[config.mk]
export PLATFORM = sky130hd
export DESIGN_NAME = aes_job_scheduler
export DESIGN_NICKNAME = d
export VERILOG_FILES = /design/src/rtl/aes_sched_pkg.sv /design/src/rtl/aes_job_fifo.sv /design/src/rtl/aes_job_scheduler.sv
export SDC_FILE = /design/constraint.sdc
export NUM_CORES = 1
export LEC_CHECK = 0
export CORE_MARGIN = 4
export CORE_UTILIZATION = 60
export CTS_BUF_LIST = sky130_fd_sc_hd__clkbuf_4 sky130_fd_sc_hd__clkbuf_8 sky130_fd_sc_hd__clkbuf_16
export DETAILED_ROUTE_END_ITERATION = 12
export PLACE_DENSITY = 0.82
export SKIP_LAST_GASP = 1
export SLEW_MARGIN = 20
export SYNTH_ARGS = -nofsm -noshare
export SYNTH_HDL_FRONTEND = slang
export SYNTH_SLANG_ARGS = --single-unit
export TNS_END_PERCENT = 20
[constraint.sdc]
create_clock -name clk_processor -period 6 [get_ports clk_processor]
set_input_delay 0.9 -clock clk_processor [delete_from_list [all_inputs] [get_ports clk_processor]]
set_output_delay 0.9 -clock clk_processor [all_outputs]
set_load 0.01 [all_outputs]
[src/rtl/aes_sched_pkg.sv]
// Shared types for the AES job scheduler: FSM states, register indices, job record.
// Latency: n/a (types only).
// Backpressure: n/a (types only).
package aes_sched_pkg;

  typedef enum logic [1:0] {
    IDLE,
    ISSUE,
    WAIT
  } state_t;

  localparam logic [2:0] REG_DATA_ADDR  = 3'd0;
  localparam logic [2:0] REG_KEY_ADDR   = 3'd1;
  localparam logic [2:0] REG_WRITE_ADDR = 3'd2;
  localparam logic [2:0] REG_CTRL       = 3'd3;
  localparam logic [2:0] REG_STATUS     = 3'd4;

  typedef struct packed {
    logic [16:0] data_addr;
    logic [15:0] key_addr;
    logic [15:0] write_addr;
    logic [9:0]  words;
    logic        mode;       // 0 encrypt, 1 decrypt
  } job_t;

endpackage

[src/rtl/aes_job_fifo.sv]
// Synchronous job FIFO holding job_t records between the register port and the issue FSM.
// Latency: a push is visible (count/empty) one cycle later; pop_job is the head entry, read combinationally.
// Backpressure: pushes while full and pops while empty are ignored; full/empty come from the registered count.
// Ports: push/push_job write side, pop/pop_job read side, full/empty/count status.
module aes_job_fifo
  import aes_sched_pkg::*;
#(
  parameter int DEPTH = 4
) (
  input  logic                     clk_processor,
  input  logic                     reset,
  input  logic                     push,
  input  job_t                     push_job,
  input  logic                     pop,
  output job_t                     pop_job,
  output logic                     full,
  output logic                     empty,
  output logic [$clog2(DEPTH):0]   count
);

  localparam int PTR_W = $clog2(DEPTH);
  localparam int CNT_W = PTR_W + 1;
  localparam logic [PTR_W-1:0] PTR_ONE = 1;
  localparam logic [CNT_W-1:0] CNT_ONE = 1;

  job_t             mem [DEPTH];
  logic [PTR_W-1:0] wr_ptr;
  logic [PTR_W-1:0] rd_ptr;
  logic             do_push;
  logic             do_pop;

  assign full    = (count == CNT_W'(DEPTH));
  assign empty   = (count == '0);
  assign do_push = push && !full;
  assign do_pop  = pop && !empty;
  assign pop_job = mem[rd_ptr];

  // Storage carries no reset; only the pointers and count define validity.
  always_ff @(posedge clk_processor) begin
    if (do_push) begin
      mem[wr_ptr] <= push_job;
    end
  end

  // DEPTH is a power of two, so pointers wrap modulo DEPTH naturally.
  always_ff @(posedge clk_processor) begin
    if (reset) begin
      wr_ptr <= '0;
      rd_ptr <= '0;
      count  <= '0;
    end else begin
      if (do_push) wr_ptr <= wr_ptr + PTR_ONE;
      if (do_pop)  rd_ptr <= rd_ptr + PTR_ONE;
      case ({do_push, do_pop})
        2'b10:   count <= count + CNT_ONE;
        2'b01:   count <= count - CNT_ONE;
        default: count <= count;
      endcase
    end
  end

endmodule

[src/rtl/aes_job_scheduler.sv]
// Queues AES jobs from MMIO writes and issues them one at a time to the AES datapath, timing completion by latency count.
// Latency: pulse one cycle after the CTRL write; done/irq LAT_BASE+words*LAT_PER_WORD+1 cycles after the pulse.
// Backpressure: CTRL pushes to a full queue are dropped and flagged err_ovf; zero-word pushes are dropped and flagged err_zero.
// Ports: cfg_* register port (cfg_rdata combinational); aes_encrypt/aes_decrypt start pulses plus held operands; busy; irq (= STATUS.done).
module aes_job_scheduler
  import aes_sched_pkg::*;
#(
  parameter int QUEUE_DEPTH  = 4,
  parameter int LAT_BASE     = 48,
  parameter int LAT_PER_WORD = 2
) (
  input  logic        clk_processor,
  input  logic        reset,
  input  logic        cfg_we,
  input  logic [2:0]  cfg_addr,
  input  logic [31:0] cfg_wdata,
  output logic [31:0] cfg_rdata,
  output logic        aes_encrypt,
  output logic        aes_decrypt,
  output logic [16:0] data_addr,
  output logic [15:0] key_addr,
  output logic [15:0] write_addr,
  output logic [9:0]  no_of_words,
  output logic        busy,
  output logic        irq
);

  localparam int          CNT_W       = $clog2(QUEUE_DEPTH) + 1;
  localparam logic [15:0] LAT_BASE_16 = 16'(LAT_BASE);
  localparam logic [15:0] LAT_WORD_16 = 16'(LAT_PER_WORD);

  state_t             state;
  state_t             state_next;
  logic [16:0]        stage_data;
  logic [15:0]        stage_key;
  logic [15:0]        stage_write;
  logic [31:0]        ctrl_reg;
  logic               done;
  logic               err_ovf;
  logic               err_zero;
  logic [7:0]         jobs_completed;
  logic [15:0]        lat_cnt;
  logic               mode;
  logic               fifo_full;
  logic               fifo_empty;
  logic [CNT_W-1:0]   fifo_count;
  logic [2:0]         count_sat;
  job_t               push_job;
  job_t               pop_job;
  logic               ctrl_wr;
  logic               status_wr;
  logic               push_zero;
  logic               fifo_push;
  logic               fifo_pop;
  logic               job_finish;

  assign ctrl_wr    = cfg_we && (cfg_addr == REG_CTRL);
  assign status_wr  = cfg_we && (cfg_addr == REG_STATUS);
  assign push_zero  = (cfg_wdata[9:0] == 10'd0);
  assign fifo_push  = ctrl_wr && !push_zero && !fifo_full;
  assign fifo_pop   = (state == IDLE) && !fifo_empty;
  assign job_finish = (state == WAIT) && (lat_cnt <= 16'd1);
  assign push_job   = {stage_data, stage_key, stage_write, cfg_wdata[9:0], cfg_wdata[16]};
  assign count_sat  = (32'(fifo_count) > 32'd7) ? 3'd7 : 3'(fifo_count);
  assign irq        = done;

  aes_job_fifo #(
    .DEPTH(QUEUE_DEPTH)
  ) u_fifo (
    .clk_processor (clk_processor),
    .reset         (reset),
    .push          (fifo_push),
    .push_job      (push_job),
    .pop           (fifo_pop),
    .pop_job       (pop_job),
    .full          (fifo_full),
    .empty         (fifo_empty),
    .count         (fifo_count)
  );

  always_ff @(posedge clk_processor) begin
    if (reset) state <= IDLE;
    else       state <= state_next;
  end

  // Pulses live only in ISSUE, which lasts exactly one cycle.
  always_comb begin
    state_next  = state;
    aes_encrypt = 1'b0;
    aes_decrypt = 1'b0;
    busy        = 1'b0;
    case (state)
      IDLE:  if (!fifo_empty) state_next = ISSUE;
      ISSUE: begin
        state_next  = WAIT;
        aes_encrypt = !mode;
        aes_decrypt = mode;
        busy        = 1'b1;
      end
      WAIT: begin
        busy = 1'b1;
        if (lat_cnt <= 16'd1) state_next = IDLE;
      end
      default: state_next = IDLE;
    endcase
  end

  always_ff @(posedge clk_processor) begin
    if (reset) begin
      stage_data     <= '0;
      stage_key      <= '0;
      stage_write    <= '0;
      ctrl_reg       <= '0;
      done           <= 1'b0;
      err_ovf        <= 1'b0;
      err_zero       <= 1'b0;
      jobs_completed <= '0;
      lat_cnt        <= '0;
      mode           <= 1'b0;
      data_addr      <= '0;
      key_addr       <= '0;
      write_addr     <= '0;
      no_of_words    <= '0;
    end else begin
      if (cfg_we) begin
        case (cfg_addr)
          REG_DATA_ADDR:  stage_data  <= cfg_wdata[16:0];
          REG_KEY_ADDR:   stage_key   <= cfg_wdata[15:0];
          REG_WRITE_ADDR: stage_write <= cfg_wdata[15:0];
          REG_CTRL:       ctrl_reg    <= cfg_wdata;
          default:        ;
        endcase
      end

      if (ctrl_wr && push_zero)                   err_zero <= 1'b1;
      else if (status_wr && cfg_wdata[4])         err_zero <= 1'b0;

      if (ctrl_wr && !push_zero && fifo_full)     err_ovf  <= 1'b1;
      else if (status_wr && cfg_wdata[3])         err_ovf  <= 1'b0;

      // Completion beats a same-cycle W1C so a finished job is never lost.
      if (job_finish)                             done     <= 1'b1;
      else if (status_wr && cfg_wdata[0])         done     <= 1'b0;

      if (job_finish) jobs_completed <= jobs_completed + 8'd1;

      // Operands change only on a pop, so they hold through ISSUE and WAIT.
      if (fifo_pop) begin
        data_addr   <= pop_job.data_addr;
        key_addr    <= pop_job.key_addr;
        write_addr  <= pop_job.write_addr;
        no_of_words <= pop_job.words;
        mode        <= pop_job.mode;
      end

      if (state == ISSUE)     lat_cnt <= LAT_BASE_16 + 16'(no_of_words) * LAT_WORD_16;
      else if (state == WAIT) lat_cnt <= lat_cnt - 16'd1;
    end
  end

  always_comb begin
    cfg_rdata = '0;
    case (cfg_addr)
      REG_DATA_ADDR:  cfg_rdata[16:0] = stage_data;
      REG_KEY_ADDR:   cfg_rdata[15:0] = stage_key;
      REG_WRITE_ADDR: cfg_rdata[15:0] = stage_write;
      REG_CTRL:       cfg_rdata       = ctrl_reg;
      REG_STATUS: begin
        cfg_rdata[0]     = done;
        cfg_rdata[1]     = busy;
        cfg_rdata[2]     = fifo_full;
        cfg_rdata[3]     = err_ovf;
        cfg_rdata[4]     = err_zero;
        cfg_rdata[7:5]   = count_sat;
        cfg_rdata[23:16] = jobs_completed;
      end
      default: cfg_rdata = '0;
    endcase
  end

endmodule

# [Word-level counts from Yosys, hierarchy flattened]
# Memory sizes are Yosys's and may differ from the RTL's. A register that Yosys moved wholly into a read port is not among the register bits.
# Cells that the tools add are included.
[word_totals] mem_count=1 elab_cells=87 in_bits=38 register_bits=117 ramBits=240 output_inout_bits=95
[classes] n_reduce_logical=32 order_cmp=1 n_eq_ne=11 n_addsub=7 n_mux=22
[memory_table] name="u_fifo.mem" depth=4 width=60 read_ports=1 rd_clocked_by_memory_dff=1 write_ports=1 line_no="aes_job_fifo.sv:26" source="job_t mem [DEPTH];"
[ops] operator="one-hot mux 8 bit (5 select lines)" count=1
[ops] operator="two-way mux 16 bit" count=2
[ops] operator="one-hot mux 8 bit (4 select lines)" count=1
[ops] operator="<= comparator 16 x 1 -> 1 bit (second input constant)" count=1
[ops] operator="subtractor 16 x 1 -> 16 bit (second input constant)" count=1
[ops] operator="one-hot mux 7 bit (2 select lines)" count=1
[ops] operator="logical AND 1 bit" count=13
[ops] operator="adder 6 x 11 -> 12 bit (first input constant)" count=1
[ops] operator="two-way mux 1 bit" count=11
[ops] operator="zero test 10 bit" count=1
[ops] operator="AND reduction 2 bit" count=5
[ops] operator="nonzero test 2 bit" count=5
[ops] operator="adder 8 x 1 -> 8 bit (second input constant)" count=1
[ops] operator="two-way mux 8 bit" count=1
[ops] operator="equality test 3 x 2 -> 1 bit (second input constant)" count=2
[ops] operator="equality test 3 bit (second input constant)" count=2
[ops] operator="zero test 3 bit" count=2
[ops] operator="one-hot mux 2 bit (3 select lines)" count=1
[ops] operator="one-hot mux 3 bit (2 select lines)" count=1
[ops] operator="adder 2 x 1 -> 2 bit (second input constant)" count=2
[ops] operator="equality test 2 x 1 -> 1 bit (second input constant)" count=2
[ops] operator="equality test 2 bit (second input constant)" count=2
[ops] operator="zero test 1 bit" count=4
[ops] operator="two-way mux 2 bit" count=2
[ops] operator="other kinds (8)" count=8

# [Depth between registers and ports, before layout]
# Gate-level depths: netlist (run 1).
[logic_depth] ltp_word=7 ltp_mapped=11 depth_no_buf=10

# [Cells and area by module]
# Synthesis (run 1) repeated with hierarchy kept, for this count alone.
[hier_totals] hier_cells=1314 area_unflattened_um2=16629.7
[modules_own_cells] mod="aes_job_fifo" cells_each=368 area_per_inst_um2=9198.8 seq_area_each_um2=7387.1 instances=1
[modules_own_cells] mod="aes_job_scheduler" cells_each=946 area_per_inst_um2=7430.9 seq_area_each_um2=3403.3 instances=1

# [Worst setup path after synthesis (run 1)]
# Ideal clock, no wire load.
[synth_path] kind="input-to-reg" startpoint="input port cfg_addr[0]" endpoint="memory u_fifo.mem[0][0] in the netlist's numbering (enable)" n_path_buf=1 path_stages=4 t_required_ps=5576 arrival_time_ps=3164 setup_time_ps=424 path_slack_ps=2411 cell_sequence="buf_4 nand4b_2 a311oi_4 and2_1"
[synth_via] elab_chain_len=7
[synth_lines] element="start: declaration" line_no="aes_job_scheduler.sv:15" source="input logic [2:0] cfg_addr,"
[synth_lines] element="equality test 3 x 2 -> 1 bit" line_no="aes_job_scheduler.sv:57" source="assign ctrl_wr = cfg_we && (cfg_addr == REG_CTRL);"
[synth_lines] element="logical AND 1 bit" line_no="aes_job_scheduler.sv:57"
[synth_lines] element="logical AND 1 bit (2 in a row)" line_no="aes_job_scheduler.sv:60" source="assign fifo_push = ctrl_wr && !push_zero && !fifo_full;"
[synth_lines] element="logical AND 1 bit" line_no="aes_job_fifo.sv:34" source="assign do_push = push && !full;"
[synth_lines] element="two-way mux 1 bit" line_no="aes_job_fifo.sv:40" source="if (do_push) begin"
[synth_lines] element="two-way mux 1 bit (not written as such)" line_no="aes_job_fifo.sv:41" source="mem[wr_ptr] <= push_job;"
[synth_lines] element="end: declaration" line_no="aes_job_fifo.sv:26"
# Every way passes these cells.

# [Final worst setup path (run 1)]
[layout_path] startpoint="input port cfg_addr[0]" endpoint="output port cfg_rdata[2]"
[layout_via] elab_chain_len=2 elab_cells_between_ends=6 classes_between="eq/ne: 4; mux: 1; reduce/logical: 1"
[layout_lines] element="equality test 3 bit (tied with other cells)" line_no="aes_job_scheduler.sv:163" source="case (cfg_addr)"
[layout_lines] element="one-hot mux 8 bit (5 select lines) (*)" line_no="aes_job_scheduler.sv:163"
[layout_lines] element="end: declaration" line_no="aes_job_scheduler.sv:17" source="output logic [31:0] cfg_rdata,"
# Every way passes the cells marked *; elsewhere a longest branch is shown, timed or not.

==> flow_summary.json, run 1 <==
{
  "outcome": "complete, no violations",
  "cts_tree": "done",
  "ys.flop_type": "edfxtp_1",
  "r2r-end": "u_fifo.count[2]",
  "cts_setup_buffers": 0,
  "synthCells": 1283,
  "dieArea_sq_um": 30100,
  "cp_cell_sequence": "clkdlybuf4s50_1 > buf_4 > mux4_2 > inv_1 > o21ai_0 > clkdlybuf4s50_1",
  "arrival_ns": 3.75,
  "setup.worst_path.start": "cfg_addr[0]",
  "htreeDepth": 2,
  "synth_cell_types": 63,
  "yosys.area.top_type": "edfxtp_1",
  "path_delay_family": "buffers and inverters",
  "end_kind": "primary output",
  "rr_worst_depth": 9,
  "grt_max_degree": 116,
  "cts_root_buf": "clkbuf_16",
  "fmax_ghz": 0.2152,
  "largest_reg_flops": 240,
  "hpwl_mm": 24.03,
  "worstSkewPairLatency_ns": 0.54,
  "synthTopCellsByCount": "nand2_1, edfxtp_1, dfxtp_1, a21oi_1, mux4_2",
  "rsz0062_at_grt": "false",
  "whs_ns": 0.4505,
  "wl_per_cell_um": 21.82,
  "rows": 60,
  "synth_edf_count": 240,
  "drc": 0,
  "tightest_slew_ns": 1.134,
  "synthesis.area_sq_um": 16430,
  "cp_max_fo": 20,
  "synthesis.nets": 1334,
  "fin_tns_setup_ns": 0,
  "drive_above_1_share": 0.1310,
  "cp_slowest_cell": "clkdlybuf4s50_1",
  "hold_path_class": "reg -> reg",
  "first_global_vias": 10800,
  "finalSetupViolCount": 0,
  "ys_seq_elements": 417,
  "fin_crit_sh": 0.7746,
  "worst-setup-path-type": "in -> out",
  "worstReg2RegStart": "u_fifo.count[2]",
  "start_kind": "input pin",
  "totalWireLength_mm": 38.58,
  "crit_buf_inv": 4,
  "first_iter_violations": 1231,
  "gr-usage-all-layers": 0.2526,
  "num_antenna_cells": 0,
  "fin_nets": 1446,
  "cp.required_ns": 5.10,
  "drv_cap": 0,
  "core_area_sq_um": 26950,
  "fp.dieW_um": 173.5,
  "ant_nets": 0,
  "async_reset_ff_frac": 0,
  "antenna_found_initial": 1,
  "yosysWarnings": 0,
  "portBuffers": 132,
  "slew-limit-headroom": 0.2406,
  "yosysMostFrequentCell": "nand2_1",
  "crit_top_cell": "clkdlybuf4s50_1",
  "grt_pass1_wl_mm": 60.39,
  "die_h_um": 173.5,
  "rrSetupSlack_ns": 3.36,
  "cts_inserted_buffers": 40,
  "gp_congestion": 0.8822,
  "cp-endpoint": "cfg_rdata[2]",
  "grt_overflow_total": 0,
  "finalMaxSlewViolations": 0,
  "ys_seq_area_frac": 0.6542,
  "syn2layout_area_growth_pct": 17.60,
  "ctsResizeCount": 0,
  "fin_skew_ns": 0.01816,
  "vdd_drop_max_mv": 0.3230,
  "cts_buffer_depth": 3,
  "hold_violations": 0,
  "first_pass_iters": 5,
  "holdBufCountCts": 0,
  "crit_cells": 6,
  "period_needed_ns": 4.648,
  "cp_slowest_stage_delay_ns": 1.11,
  "synth.avg_cell_area_sq_um": 12.81,
  "vias": 10900,
  "initial_utilization": 0.6097,
  "synth_area_leaders": "edfxtp_1, dfxtp_1, mux4_2, nand2_1, a21oi_1",
  "clock-sinks": 417,
  "p_leak_uw": 0.006323,
  "synth_top_area_share": 0.4386,
  "vias_per_cell": 6.162,
  "p_per_area_nw_per_um2": 416.7,
  "clk_pin_slew_worst_paths_ns": 0.06,
  "io_pins": 133
}
## kinds of logic after synthesis
| group | after synthesis | share of synthesized area |
|---|---|---|
| AO/OA/AOI/OAI | 226 | 0.07995 |
| XOR/XNOR | 12 | 0.006396 |
| adder cells (fa/ha/maj) | 13 | 0.01036 |
| buffers and inverters | 95 | 0.02353 |
| flip-flops | 417 | 0.6542 |
| multiplexers | 91 | 0.1090 |
| AND/OR/NAND/NOR | 429 | 0.1165 |
## routing by layer
layer | up-vias | part of all wire | routed length, um | global-route usage
met3 | 94 | 0.079 | 3049 | 0.04297
met2 | 507 | 0.48 | 18700 | 0.4056
met5 | - | 0.00034 | 13 | 0
met4 | 2 | 0.032 | 1230 | 0.09378
met1 | 5397 | 0.40 | 15590 | 0.3520
li1 | 4895 | - | - | -
## worst register-to-register path: cells and delay by family (launching register included)
family | cells | cell delay (ns)
adder cells (fa/ha/maj) | 2 | 0.55
flip-flops | 1 | 0.46
AO/OA/AOI/OAI | 2 | 0.28
buffers and inverters | 2 | 0.17
AND/OR/NAND/NOR | 2 | 0.94
XOR/XNOR | 1 | 0.17
## where the power goes
group / total [uW] / switching (uW) / internal, uW
Combinational: 2080 / 1150 / 935
Sequential: 3550 / 273 / 3280
Clock: 2420 / 1020 / 1400
Total: 8050 / 2440 / 5610
## per-stage QoR
stage                     setup slack [ns]    util  cell area, sq um  instances  total power (uW)
after floorplan                      2.411       -             16430       1283              4886
after global placement               1.435  0.6693             18040       1694              5597
after detailed placement             1.387  0.6693             18040       1694              5665
after CTS                            1.392  0.7167             19310       1768              8081
after global routing                 1.202  0.7170             19320       1768              8430
final                                1.352  0.7170             19320       1768              8053
## cell usage in the layout, fill, tap and decap left out, drive strengths merged, types with 17 or more instances in the layout
cell type	n
a21oi	159
buf	17
clkbuf	56
clkdlybuf4s50	130
dfxtp	177
edfxtp	240
inv	20
mux2i	17
mux4	70
nand2	298
nor2	38
## worst min path at each step
stage                         startpoint        endpoint  cells after the start  slack [ns]
after detailed placement     key_addr[4]     key_addr[4]                      2        0.45
final                       data_addr[5]    data_addr[5]                      2        0.45
after CTS                 write_addr[13]  write_addr[13]                      2        0.45
after floorplan             ctrl_reg[24]    ctrl_reg[24]                      2        0.43
after global routing      write_addr[13]  write_addr[13]                      2        0.47
after global placement       ctrl_reg[9]     ctrl_reg[9]                      2        0.44
## cell type report
class	instances	area (sq um)
fillers	1679	7626
clock inverters	18	113.9
well taps	341	426.7
repair buffers	147	1480
flip-flops and latches	417	10760
clock buffers	56	1164
inverters	18	67.56
multi-input cells	771	5318
Note: power is estimated with default switching activity, not from simulation.
==> run 2: changes to the inputs <==
--- a/config.mk
+++ b/config.mk
@@ -6,10 +6,10 @@
 export NUM_CORES = 1
 export LEC_CHECK = 0
 export CORE_MARGIN = 4
-export CORE_UTILIZATION = 60
+export CORE_UTILIZATION = 58
 export CTS_BUF_LIST = sky130_fd_sc_hd__clkbuf_4 sky130_fd_sc_hd__clkbuf_8 sky130_fd_sc_hd__clkbuf_16
 export DETAILED_ROUTE_END_ITERATION = 12
-export PLACE_DENSITY = 0.82
+export PLACE_DENSITY = 0.8
 export SKIP_LAST_GASP = 1
 export SLEW_MARGIN = 20
 export SYNTH_ARGS = -nofsm -noshare
==> constraint.sdc (replaced) <==
create_clock -name clk_processor -period 4.6 [get_ports clk_processor]
set_input_delay 0.69 -clock clk_processor [delete_from_list [all_inputs] [get_ports clk_processor]]
set_output_delay 0.69 -clock clk_processor [all_outputs]
set_load 0.01 [all_outputs]
==> run 2 against run 1 <==
  * Sequential power grew 31%
  * Clock power grew 44%
  * Global-route usage shrank 0.24 points
  * Hold slack gained 0.0022 ns
  * Largest cell class unchanged
  * Largest power group unchanged
  * Highest routed layer is now met4
==> flow_summary.json, run 2 (same netlist as run 1, synthesis figures left out) <==
{
  "cts_tree": "done",
  "p_seq_frac": 0.429,
  "hold_violations": 0,
  "cp_slowest_stage_delay_ns": 0.64,
  "cp_slowest_cell": "clkdlybuf4s50_1",
  "clockPowerShare": 0.322,
  "die_h_um": 176.3,
  "initial_utilization": 0.5898,
  "rrSetupSlack_ns": 1.97,
  "vias_per_cell": 6.008,
  "largest_reg_flops": 240,
  "num_antenna_cells": 0,
  "grt_use_met1": 0.3553,
  "rsz0062_at_grt": "false",
  "swShare": 0.2962,
  "worstSkewPairLatency_ns": 0.54,
  "vdd_drop_max_mv": 0.3541,
  "cp_max_fo": 33,
  "arrival_ns": 2.87,
  "totalWireLength_mm": 38.85,
  "dieArea_sq_um": 31090,
  "drive_above_1_share": 0.1428,
  "fin_tns_setup_ns": 0,
  "cts_setup_buffers": 0,
  "comb_power_share": 0.248,
  "antenna_found_initial": 0,
  "fin_crit_sh": 0.7741,
  "wl_per_cell_um": 21.33,
  "fin_skew_ns": 0.01476,
  "grt_max_degree": 78,
  "outcome": "complete, no violations",
  "first_iter_violations": 1097,
  "place_inst": 1745,
  "p_int_uw": 7616,
  "clk_pin_slew_worst_paths_ns": 0.06,
  "crit_top_cell": "clkdlybuf4s50_1",
  "ctsResizeCount": 0,
  "grt_pass1_wl_mm": 61.04,
  "p_leak_uw": 0.006450,
  "slew-limit-headroom": 0.4232,
  "hold_path_class": "reg -> reg",
  "fin_nets": 1461,
  "core_area_sq_um": 27860,
  "use_met2": 0.3994,
  "htreeDepth": 2,
  "hpwl_mm": 24.10,
  "design_area_sq_um": 19610,
  "holdBufCountCts": 0,
  "first_pass_iters": 5,
  "min_from": "ctrl_reg[27]",
  "drc": 0,
  "fin_cells": 1821,
  "end_kind": "primary output",
  "syn2layout_area_growth_pct": 19.36,
  "gp_congestion": 0.8526,
  "setup.worst_path.start": "cfg_addr[1]",
  "portBuffers": 132,
  "cts_buffer_depth": 3,
  "vias": 10940,
  "grt_overflow_total": 0,
  "whs_path_depth": 2,
  "drv_cap": 0,
  "gr-usage-all-layers": 0.2502,
  "finalMaxSlewViolations": 0,
  "cp_cell_sequence": "clkdlybuf4s50_1 > buf_4 > mux4_2 > inv_1 > o21ai_0 > clkdlybuf4s50_1",
  "tightest_slew_ns": 0.8652,
  "crit_cells": 6,
  "start_kind": "input pin",
  "cts_inserted_buffers": 41,
  "rows": 61,
  "path_delay_family": "buffers and inverters",
  "globalRouteMet3Util": 0.04582,
  "crit_buf_inv": 4,
  "io_pins": 133,
  "place_area_sq_um": 18160,
  "ant_nets": 0,
  "p_sw_uw": 3205,
  "fmax_ghz": 0.2808,
  "first_global_vias": 10980,
  "period_needed_ns": 3.561,
  "cts_root_buf": "clkbuf_16",
  "finalSetupViolCount": 0,
  "worst-setup-path-type": "in -> out",
  "grt-busiest-layer": "met2",
  "p_total_uw": 10820,
  "clock-sinks": 417,
  "fp.dieW_um": 176.3,
  "rr_worst_depth": 9,
  "p_per_area_nw_per_um2": 551.7,
  "cp.required_ns": 3.91,
  "worstReg2RegStart": "u_fifo.count[2]",
  "final_common_cell": "nand2_1",
  "layout_common_cells": "nand2_1, edfxtp_1, dfxtp_1"
}
run 2: path summary, 6_finish.rpt:
path,end
max,cfg_rdata[2]
max reg2reg,u_fifo.count[2]
min,ctrl_reg[27]
min reg2reg,ctrl_reg[27]
run 2: cell type report:
type	instances	area (sq um)
flip-flops and latches	417	10760
fillers	1832	8244
multi-input cells	771	5324
repair buffers	161	1549
clock buffers	57	1242
well taps	378	473.0
clock inverters	19	202.7
inverters	18	67.56
run 2: through the flow:
step	hold WS (ns)	setup slack, ns	util
2_1_floorplan	0.4317	1.221	-
3_3_place_gp	0.4420	1.042	0.6517
3_5_place_dp	0.4454	1.028	0.6520
4_1_cts	0.4538	1.053	0.7038
5_1_grt	0.4701	0.8796	0.7041
6_report	0.4527	1.039	0.7041
run 2: power groups by stage:
stage / clock (uW) / sequential (uW) / combinational (uW)
after floorplan: 0 / 4690 / 1690
after global placement: 0 / 4710 / 2610
after detailed placement: 0 / 4720 / 2680
after CTS: 3530 / 4640 / 2700
after global routing: 3680 / 4700 / 2950
final: 3490 / 4650 / 2690
run 2: routing by layer:
| metal | wire [um] | share of wire | vias to the layer above |
|---|---|---|---|
| met1 | 15700 | 0.40 | 5408 |
| met2 | 18870 | 0.49 | 536 |
| met3 | 3295 | 0.085 | 73 |
| met5 | 0 | 0 | - |
| li1 | - | - | 4924 |
| met4 | 981 | 0.025 | 0 |
run 2: worst register-to-register path, stage by stage, from the launching register on:
cell      delay [ns]
dfxtp_1         0.47
nor3b_1         0.60
a311oi_4        0.15
inv_1           0.11
ha_1            0.18
inv_1           0.06
fa_1            0.37
xor2_1          0.16
or3_1           0.32
a21oi_1         0.15
